**config.mk**
```make
export PLATFORM = sky130hd
export DESIGN_NAME = muldiv_unit
export DESIGN_NICKNAME = d
export VERILOG_FILES = /design/src/rtl/muldiv_pkg.sv /design/src/rtl/muldiv_div_core.sv /design/src/rtl/muldiv_unit.sv
export SDC_FILE = /design/constraint.sdc
export NUM_CORES = 2
export LEC_CHECK = 0
export BUFFER_PORTS_ARGS = -buffer_cell sky130_fd_sc_hd__buf_2
export CORE_ASPECT_RATIO = 0.7
export CORE_MARGIN = 4
export CORE_UTILIZATION = 43
export DETAILED_ROUTE_END_ITERATION = 16
export PLACE_DENSITY = 0.63
export SLEW_MARGIN = 20
export SYNTH_ARGS = -nofsm -noshare
export SYNTH_HDL_FRONTEND = slang
export SYNTH_HIERARCHICAL = 1
export SYNTH_SLANG_ARGS = --single-unit
```
**constraint.sdc**
```tcl
create_clock -name clk -period 6.75 [get_ports clk]
set_input_delay 0.3375 -clock clk [delete_from_list [all_inputs] [get_ports clk]]
set_output_delay 0.3375 -clock clk [all_outputs]
set_load 0.005 [all_outputs]
```
**src/rtl/muldiv_pkg.sv**
```systemverilog
// Shared types and decode helpers for the iterative RV M-extension unit.
package muldiv_pkg;

   typedef enum logic [2:0] {
      MD_MUL    = 3'd0,
      MD_MULH   = 3'd1,
      MD_MULHSU = 3'd2,
      MD_MULHU  = 3'd3,
      MD_DIV    = 3'd4,
      MD_DIVU   = 3'd5,
      MD_REM    = 3'd6,
      MD_REMU   = 3'd7
   } muldiv_op_t;

   typedef enum logic [1:0] {
      MD_S_IDLE = 2'd0,
      MD_S_MUL  = 2'd1,
      MD_S_DIV  = 2'd2,
      MD_S_DONE = 2'd3
   } md_state_t;

   function automatic logic md_is_div(input muldiv_op_t op);
      return op inside {MD_DIV, MD_DIVU, MD_REM, MD_REMU};
   endfunction

   function automatic logic md_is_rem(input muldiv_op_t op);
      return op inside {MD_REM, MD_REMU};
   endfunction

   function automatic logic md_is_signed1(input muldiv_op_t op);
      return op inside {MD_MUL, MD_MULH, MD_MULHSU, MD_DIV, MD_REM};
   endfunction

   function automatic logic md_is_signed2(input muldiv_op_t op);
      return op inside {MD_MUL, MD_MULH, MD_DIV, MD_REM};
   endfunction

endpackage

```
**src/rtl/muldiv_div_core.sv**
```systemverilog
// Restoring magnitude divider retiring DIV_RADIX quotient bits per step.
// quotient/remainder include the step being retired this cycle, so the caller can latch them on the last step.
module muldiv_div_core #(
   parameter int XLEN      = 32,
   parameter int DIV_RADIX = 1,
   parameter int CW        = $clog2(XLEN / DIV_RADIX + 1)
) (
   input  logic            clk,
   input  logic            rst_n,
   input  logic            start,
   input  logic            step,
   input  logic [XLEN-1:0] dividend,
   input  logic [XLEN-1:0] divisor,
   output logic [CW-1:0]   step_cnt,
   output logic [XLEN-1:0] quotient,
   output logic [XLEN-1:0] remainder
);

   logic [XLEN:0]   rem_q, r;
   logic [XLEN-1:0] quo_q, dvsr_q, q;

   always_comb begin
      r = rem_q;
      q = quo_q;
      for (int i = 0; i < DIV_RADIX; i++) begin
         r = {r[XLEN-1:0], q[XLEN-1]};
         q = {q[XLEN-2:0], 1'b0};
         if (r >= {1'b0, dvsr_q}) begin
            r    = r - {1'b0, dvsr_q};
            q[0] = 1'b1;
         end
      end
      quotient  = q;
      remainder = r[XLEN-1:0];
   end

   always_ff @(posedge clk or negedge rst_n) begin
      if (!rst_n) begin
         rem_q    <= '0;
         quo_q    <= '0;
         dvsr_q   <= '0;
         step_cnt <= '0;
      end else if (start) begin
         rem_q    <= '0;
         quo_q    <= dividend;
         dvsr_q   <= divisor;
         step_cnt <= '0;
      end else if (step) begin
         rem_q    <= r;
         quo_q    <= q;
         step_cnt <= step_cnt + 1'b1;
      end
   end

endmodule

```
**src/rtl/muldiv_unit.sv**
```systemverilog
// Iterative MUL/DIV unit for the EX stage with divide fast paths, flush kill and a one-entry result cache.
// Handshake: a request moves on an edge with req_valid && req_ready; a response moves on an edge with resp_valid && resp_ready.
module muldiv_unit
   import muldiv_pkg::*;
#(
   parameter int XLEN      = 32,
   parameter int MUL_RADIX = 2,
   parameter int DIV_RADIX = 1,
   parameter int TAG_W     = 16
) (
   input  logic             clk,
   input  logic             rst_n,
   input  logic             req_valid,
   output logic             req_ready,
   input  logic [2:0]       req_op,
   input  logic [TAG_W-1:0] req_tag,
   input  logic [XLEN-1:0]  req_op1,
   input  logic [XLEN-1:0]  req_op2,
   input  logic             kill,
   output logic             resp_valid,
   input  logic             resp_ready,
   output logic [TAG_W-1:0] resp_tag,
   output logic [XLEN-1:0]  resp_data,
   output logic             busy,
   output logic [1:0]       state_dbg
);

   localparam int MUL_STEPS = XLEN / MUL_RADIX;
   localparam int DIV_STEPS = XLEN / DIV_RADIX;
   localparam int MCW       = $clog2(MUL_STEPS + 1);
   localparam int DCW       = $clog2(DIV_STEPS + 1);
   localparam logic [XLEN-1:0] XMIN = {1'b1, {(XLEN-1){1'b0}}};

   md_state_t         state, state_nxt;
   muldiv_op_t        in_op, op_q, cache_op;
   logic              accept, in_s1, in_s2, div_zero, div_ovf, cache_hit, fast, finish;
   logic [XLEN-1:0]   in_mag1, in_mag2, fast_res, op1_q, op2_q;
   logic              s1_q, s2_q, cache_vld;
   logic [TAG_W-1:0]  tag_q, cache_tag;
   logic [XLEN-1:0]   cache_op1, cache_op2, cache_res;
   logic [2*XLEN-1:0] acc, acc_nxt, mcand, prod;
   logic [XLEN-1:0]   mplier, mul_res, div_res, core_res, quo, rem;
   logic [MCW-1:0]    mul_cnt;
   logic [DCW-1:0]    div_cnt;

   assign in_op   = muldiv_op_t'(req_op);
   assign accept  = req_valid && req_ready;
   assign in_s1   = md_is_signed1(in_op) && req_op1[XLEN-1];
   assign in_s2   = md_is_signed2(in_op) && req_op2[XLEN-1];
   assign in_mag1 = in_s1 ? -req_op1 : req_op1;
   assign in_mag2 = in_s2 ? -req_op2 : req_op2;

   assign div_zero  = md_is_div(in_op) && (req_op2 == '0);
   assign div_ovf   = (in_op == MD_DIV || in_op == MD_REM) && (req_op1 == XMIN) && (req_op2 == '1);
   assign cache_hit = cache_vld && cache_tag == req_tag && cache_op == in_op &&
                      cache_op1 == req_op1 && cache_op2 == req_op2;
   assign fast      = div_zero || div_ovf || cache_hit;

   always_comb begin
      fast_res = '0;
      if (cache_hit)     fast_res = cache_res;
      else if (div_zero) fast_res = md_is_rem(in_op) ? req_op1 : '1;
      else if (div_ovf)  fast_res = md_is_rem(in_op) ? '0 : XMIN;
   end

   always_ff @(posedge clk or negedge rst_n) begin
      if (!rst_n) state <= MD_S_IDLE;
      else        state <= state_nxt;
   end

   always_comb begin
      state_nxt = state;
      unique case (state)
         MD_S_IDLE: if (accept) state_nxt = fast ? MD_S_DONE : (md_is_div(in_op) ? MD_S_DIV : MD_S_MUL);
         MD_S_MUL:  if (mul_cnt == MCW'(MUL_STEPS - 1)) state_nxt = MD_S_DONE;
         MD_S_DIV:  if (div_cnt == DCW'(DIV_STEPS - 1)) state_nxt = MD_S_DONE;
         MD_S_DONE: if (resp_ready) state_nxt = MD_S_IDLE;
         default:   state_nxt = MD_S_IDLE;
      endcase
      if (kill) state_nxt = MD_S_IDLE;
   end

   always_comb begin
      req_ready  = (state == MD_S_IDLE) && !kill;
      resp_valid = (state == MD_S_DONE);
      busy       = (state != MD_S_IDLE);
      state_dbg  = state;
   end

   // Each multiply step folds MUL_RADIX shifted partial products into the accumulator.
   always_comb begin
      acc_nxt = acc;
      for (int j = 0; j < MUL_RADIX; j++)
         if (mplier[j]) acc_nxt = acc_nxt + (mcand << j);
   end

   assign prod     = (s1_q ^ s2_q) ? -acc_nxt : acc_nxt;
   assign mul_res  = (op_q == MD_MUL) ? prod[XLEN-1:0] : prod[2*XLEN-1:XLEN];
   assign div_res  = md_is_rem(op_q) ? (s1_q ? -rem : rem) : ((s1_q ^ s2_q) ? -quo : quo);
   assign core_res = (state == MD_S_MUL) ? mul_res : div_res;
   assign finish   = (state == MD_S_MUL || state == MD_S_DIV) && state_nxt == MD_S_DONE;

   muldiv_div_core #(.XLEN(XLEN), .DIV_RADIX(DIV_RADIX), .CW(DCW)) u_div (
      .clk       (clk),
      .rst_n     (rst_n),
      .start     (accept && !fast && md_is_div(in_op)),
      .step      (state == MD_S_DIV),
      .dividend  (in_mag1),
      .divisor   (in_mag2),
      .step_cnt  (div_cnt),
      .quotient  (quo),
      .remainder (rem)
   );

   always_ff @(posedge clk or negedge rst_n) begin
      if (!rst_n) begin
         op_q <= MD_MUL; tag_q <= '0; op1_q <= '0; op2_q <= '0; s1_q <= 1'b0; s2_q <= 1'b0;
         acc <= '0; mcand <= '0; mplier <= '0; mul_cnt <= '0;
         resp_data <= '0; resp_tag <= '0;
         cache_vld <= 1'b0; cache_tag <= '0; cache_op <= MD_MUL;
         cache_op1 <= '0; cache_op2 <= '0; cache_res <= '0;
      end else begin
         if (accept) begin
            op_q    <= in_op;
            tag_q   <= req_tag;
            op1_q   <= req_op1;
            op2_q   <= req_op2;
            s1_q    <= in_s1;
            s2_q    <= in_s2;
            acc     <= '0;
            mcand   <= {{XLEN{1'b0}}, in_mag1};
            mplier  <= in_mag2;
            mul_cnt <= '0;
         end
         if (state == MD_S_MUL) begin
            acc     <= acc_nxt;
            mcand   <= mcand << MUL_RADIX;
            mplier  <= mplier >> MUL_RADIX;
            mul_cnt <= mul_cnt + 1'b1;
         end
         if (accept && fast) begin
            resp_data <= fast_res;
            resp_tag  <= req_tag;
            cache_vld <= 1'b1;
            cache_tag <= req_tag;
            cache_op  <= in_op;
            cache_op1 <= req_op1;
            cache_op2 <= req_op2;
            cache_res <= fast_res;
         end
         // A killed operation never reaches finish, so it cannot pollute the cache.
         if (finish) begin
            resp_data <= core_res;
            resp_tag  <= tag_q;
            cache_vld <= 1'b1;
            cache_tag <= tag_q;
            cache_op  <= op_q;
            cache_op1 <= op1_q;
            cache_op2 <= op2_q;
            cache_res <= core_res;
         end
      end
   end

endmodule
```
==> summary by stage <==
Yosys
For this run, asynchronously set or reset flops after synthesis account for 100%. The synthesis warning total is 6. The total nets after synthesis is between 5000 and 6000. In this run the mean area of a mapped cell was 7.67 um^2. The predominant post-synthesis flop cell is sky130_fd_sc_hd__dfrtp_1. Counting flops with a built-in enable in the synthesized netlist gives 0. The cell area that synthesis handed to floorplanning was 0.0409 mm^2. The share of the Yosys chip area taken by registers is 28.7%.

After technology mapping, the gate count stands at approximately 5300. After synthesis, the netlist uses around 130 different library cells. Synthesis inferred 470 register bits.

Cells and area
Of the cells placed in the final design, the portion with a size suffix greater than 1 is between 20% and 30%. Relative to the synthesized area, the layout overhead comes to 27.4%. At the end of the flow, the number of nets in the layout was ~6300. Fill cells in the final layout number about 9000. The final cell count without fillers is ~7400.

CTS
The clock passes through at most 3 buffers. The clock buffer count from CTS is 53. The buffer cell driving the clock tree root is sky130_fd_sc_hd__clkbuf_16. The H-tree depth is 2. The clock slew seen by the registers of the worst setup and hold paths is around 0.06 ns.

The count of clock tree sinks is 470. Clock latency on the worst-skew pair, taken at its later pin, is between 0.6 and 0.7 ns. The TritonCTS clock tree is yes.

Flow run
Max-cap violations in this run came to 0.

Drt
The initial DRC count is ~6600. For this run, design rule violations remaining after detail routing come to 0. The total wirelength of the detailed-routed design is between 200000 and 250000 um.

The final antenna-violating net count is 0. For this run, the detailed router's first-pass iteration total came to 6. The routed wirelength normalized by instance count is around 27 um. Using the TritonRoute via totals, the vias-per-cell ratio works out to 6.27. For this block, the via count after detailed routing is 46200.

Die
The area of the placeable core is around 0.094 mm^2. The row count is 94. In this run the vertical extent of the chip is approximately 270 um. ~140 I/O pins were placed. The die area is 0.100 mm^2. The initial standard-cell utilization of the core is 43.5%. The die outline width is about 380 um.

Setup path
The count of cells along the worst register-to-register path is 30. The first element of the critical path is acc[17]. The reg-to-reg endpoint is cache_res[31]. The largest single stage delay on the critical path is ~0.51 ns. STA classifies the critical path startpoint as a register. Data on the critical path arrives at its endpoint at roughly 7.3 ns. The capture point of the worst path is cache_res[31]. The launch instance of the worst register-to-register path is acc[17].

The highest net fanout along the worst path is 4. The critical path is of the reg2reg type. The critical path required time is ~7.3 ns. The library cell appearing most often on the critical path is sky130_fd_sc_hd__buf_4.

STA classifies the critical path endpoint as a register. The flop-to-flop setup slack is -0.04 ns. For this design, the slowest cell found on the critical path is sky130_fd_sc_hd__or4_4.

Pwr
Dividing total power by cell area gives a power density of 635 mW/mm^2. The largest voltage drop on the vdd net is about 380 uV. Summing internal, switching and leakage power gives about 33 mW. Summed over all cells, the static leakage comes to between 20 and 25 nW.

Placement
Buffers placed on the I/O ports in this run total 140. The worst setup slack before clock tree synthesis is -1.08 ns. The routability-driven placement congestion ratio is roughly 1.1. Once placement completed, the tool counted placed cells totaling approximately 7000. The post-DP HPWL is roughly 160000 um.

STA
Across the routed clock network, the largest skew measured is between 0.02 and 0.03 ns. The max-slew violation count is 0. Setup repair after global routing could not meet its margin everywhere. The final worst-path setup slack is -0.0435 ns. The final cycle utilization of the critical path is 101%. The accumulated negative setup slack is -0.0436 ns. For the pin with the worst max-slew slack, the measured transition is ~1.3 ns. Measured against its own limit, the worst slew margin works out to 13.2%. The final hold violation count is 0. The achievable frequency is between 100 and 150 MHz. The number of failing setup endpoints in the final timing report is 2. The smallest clock period supported by the final layout is computed as around 6.8 ns.

GRT
The number of antenna violations at the first check in global routing is 12. The number of global-route vias before repair is between 40000 and 50000. Entering global routing, the biggest net connects roughly 180 pins. In the global route stage, overall resource usage came out at approximately two fifths. The leftover overflow at the end of global routing is 0. The first-pass GRT wire length is 286000 um.

Run status
The checks that failed: negative setup slack. The flow ran to the end, but the final reports show violations.

Worst hold path
The class of the tightest hold or removal check is in2reg.
==> power breakdown <==
part	leakage, nW	total [mW]	internal, mW	switching (mW)
sequential	5.95	5.26	4.06	1.20
combinational	15.8	24.8	9.93	14.9
clock	0.872	3.06	1.72	1.34
==> critical path: cells and delay by family, from the launching register on <==
| family | cells | cell delay, ns |
|---|---|---|
| and+or+nand+nor | 14 | 3.25 |
| AOI/OAI and AO/OA | 5 | 1.01 |
| buffers and inverters | 6 | 0.98 |
| adders and majority gates | 2 | 0.59 |
| DFF | 1 | 0.42 |
| xor gates and xnor gates | 2 | 0.29 |
| muxes | 1 | 0.12 |
==> flip-flops by register name (all words and copies together) (netlist names), 2 cells and up <==
register        count
u_div/quo_q        32
u_div/dvsr_q       32
cache_op            3
u_div/step_cnt      6
op2_q              32
cache_op2          32
mplier             32
op1_q              32
cache_tag          16
cache_res          32
tag_q              16
acc                64
state_dbg           2
cache_op1          32
u_div/rem_q        32
op_q                3
mcand              64
mul_cnt             5
==> final cells by class <==
type / instances / area, um^2 / share of cell area [%]
antenna: 2 / 5.00 / 0.00959
clock buffer: 74 / 1520 / 2.90
clock inverter: 22 / 274 / 0.525
inverter: 138 / 520 / 0.998
multi-input combinational: 4343 / 28600 / 54.7
sequential: 470 / 11800 / 22.6
tap: 1248 / 1560 / 2.99
timing repair buffer: 1079 / 7970 / 15.3
==> synthesized netlist by cell type (all sizes together) (15+ instances only) <==
| library cell | n | area, um^2 |
|---|---|---|
| nand3 | 80 | 410 |
| or3 | 50 | 323 |
| a21oi | 400 | 2030 |
| and4 | 18 | 160 |
| mux2i | 211 | 2110 |
| o31ai | 53 | 408 |
| nor3 | 108 | 551 |
| or4 | 30 | 231 |
| and2 | 27 | 175 |
| dfrtp | 470 | 11800 |
| a21boi | 16 | 120 |
| inv | 135 | 507 |
| and3 | 44 | 278 |
| xor2 | 114 | 998 |
| a31oi | 73 | 478 |
| o21ai | 495 | 2490 |
| nor4 | 50 | 319 |
| nor2 | 453 | 1710 |
| o211ai | 59 | 448 |
| a221oi | 26 | 240 |
| nand4 | 99 | 632 |
| xnor2 | 179 | 1570 |
| nand2 | 923 | 3470 |
| a21o | 76 | 578 |
| o21bai | 17 | 128 |
| ha | 172 | 2150 |
| nor2b | 55 | 347 |
| a311oi | 26 | 234 |
| o22ai | 52 | 325 |
| mux2 | 41 | 465 |
| a211oi | 51 | 393 |
| buf | 120 | 728 |
| nand2b | 41 | 257 |
| o21a | 46 | 347 |
| clkbuf | 270 | 1180 |
| o221ai | 15 | 131 |
==> metrics by stage <==
step,utilization [%],area [um^2],hold slack (ns)
detailed placement,51.1,48100,0.402
finish,55.4,52200,0.0226
global placement,51.1,48100,0.400
floorplan,-,40900,0.0419
global route,55.4,52200,0.0209
CTS,53.7,50600,0.000835
==> cell usage in the layout, fill, tap and decap left out, types with 43 or more instances in the layout <==
master / n
sky130_fd_sc_hd__mux2i_1: 210
sky130_fd_sc_hd__a31oi_1: 59
sky130_fd_sc_hd__a21o_1: 74
sky130_fd_sc_hd__nand2_1: 904
sky130_fd_sc_hd__buf_4: 896
sky130_fd_sc_hd__o21ai_0: 438
sky130_fd_sc_hd__nor3_1: 92
sky130_fd_sc_hd__o22ai_1: 49
sky130_fd_sc_hd__xnor2_1: 175
sky130_fd_sc_hd__or3_1: 45
sky130_fd_sc_hd__nor2_1: 428
sky130_fd_sc_hd__clkbuf_16: 53
sky130_fd_sc_hd__a21oi_1: 349
sky130_fd_sc_hd__nor2b_1: 54
sky130_fd_sc_hd__a21oi_2: 47
sky130_fd_sc_hd__o31ai_1: 44
sky130_fd_sc_hd__dfrtp_1: 466
sky130_fd_sc_hd__buf_2: 139
sky130_fd_sc_hd__o21a_1: 44
sky130_fd_sc_hd__nor4_1: 43
sky130_fd_sc_hd__inv_1: 131
sky130_fd_sc_hd__ha_1: 130
sky130_fd_sc_hd__o211ai_1: 58
sky130_fd_sc_hd__nand4_1: 97
sky130_fd_sc_hd__nand3_1: 75
sky130_fd_sc_hd__xor2_1: 109
==> kinds of logic after synthesis <==
| family | count (synthesis) | share of synthesized area (%) |
|---|---|---|
| AND/OR/NAND/NOR | 2039 | 22.9 |
| AO/OA/AOI/OAI | 1584 | 24.5 |
| buffers and inverters | 528 | 5.92 |
| flip-flops | 470 | 28.7 |
| XOR/XNOR | 293 | 6.27 |
| multiplexers | 252 | 6.29 |
| adder cells (fa/ha/maj) | 175 | 5.40 |
==> worst min path at each step <==
stage | startpoint | endpoint | slack, ns | depth (start not counted)
after CTS | req_op2[24] | op2_q[24] | 0.0008 | 3
after global routing | req_op2[24] | op2_q[24] | 0.02 | 3
after floorplan | rst_n | acc[0] | 0.04 | 0
final | req_op2[13] | op2_q[13] | 0.02 | 3
after detailed placement | rst_n | mcand[50] | 0.40 | 1
after global placement | rst_n | mcand[50] | 0.40 | 1
==> metal layers <==
metal / vias up / global-route usage [%] / wire (um)
met4: 14 / 6.08 / 3720
met1: 22300 / 59.0 / 90300
li1: 20700 / - / -
met2: 2871 / 46.9 / 72000
met3: 291 / 19.0 / 33700
met5: - / 1.46 / 537
==> what timing repair did <==
action | 4_1_cts | 5_1_grt
gates resized for setup | 81 | 285
endpoints found under the hold margin | 108 | 0
pin swaps | 20 | 84
setup buffers | 13 | 30
endpoints found under the setup margin | 33 | 32
hold buffers | 21 | 0
(Power assumes the default switching activity.)
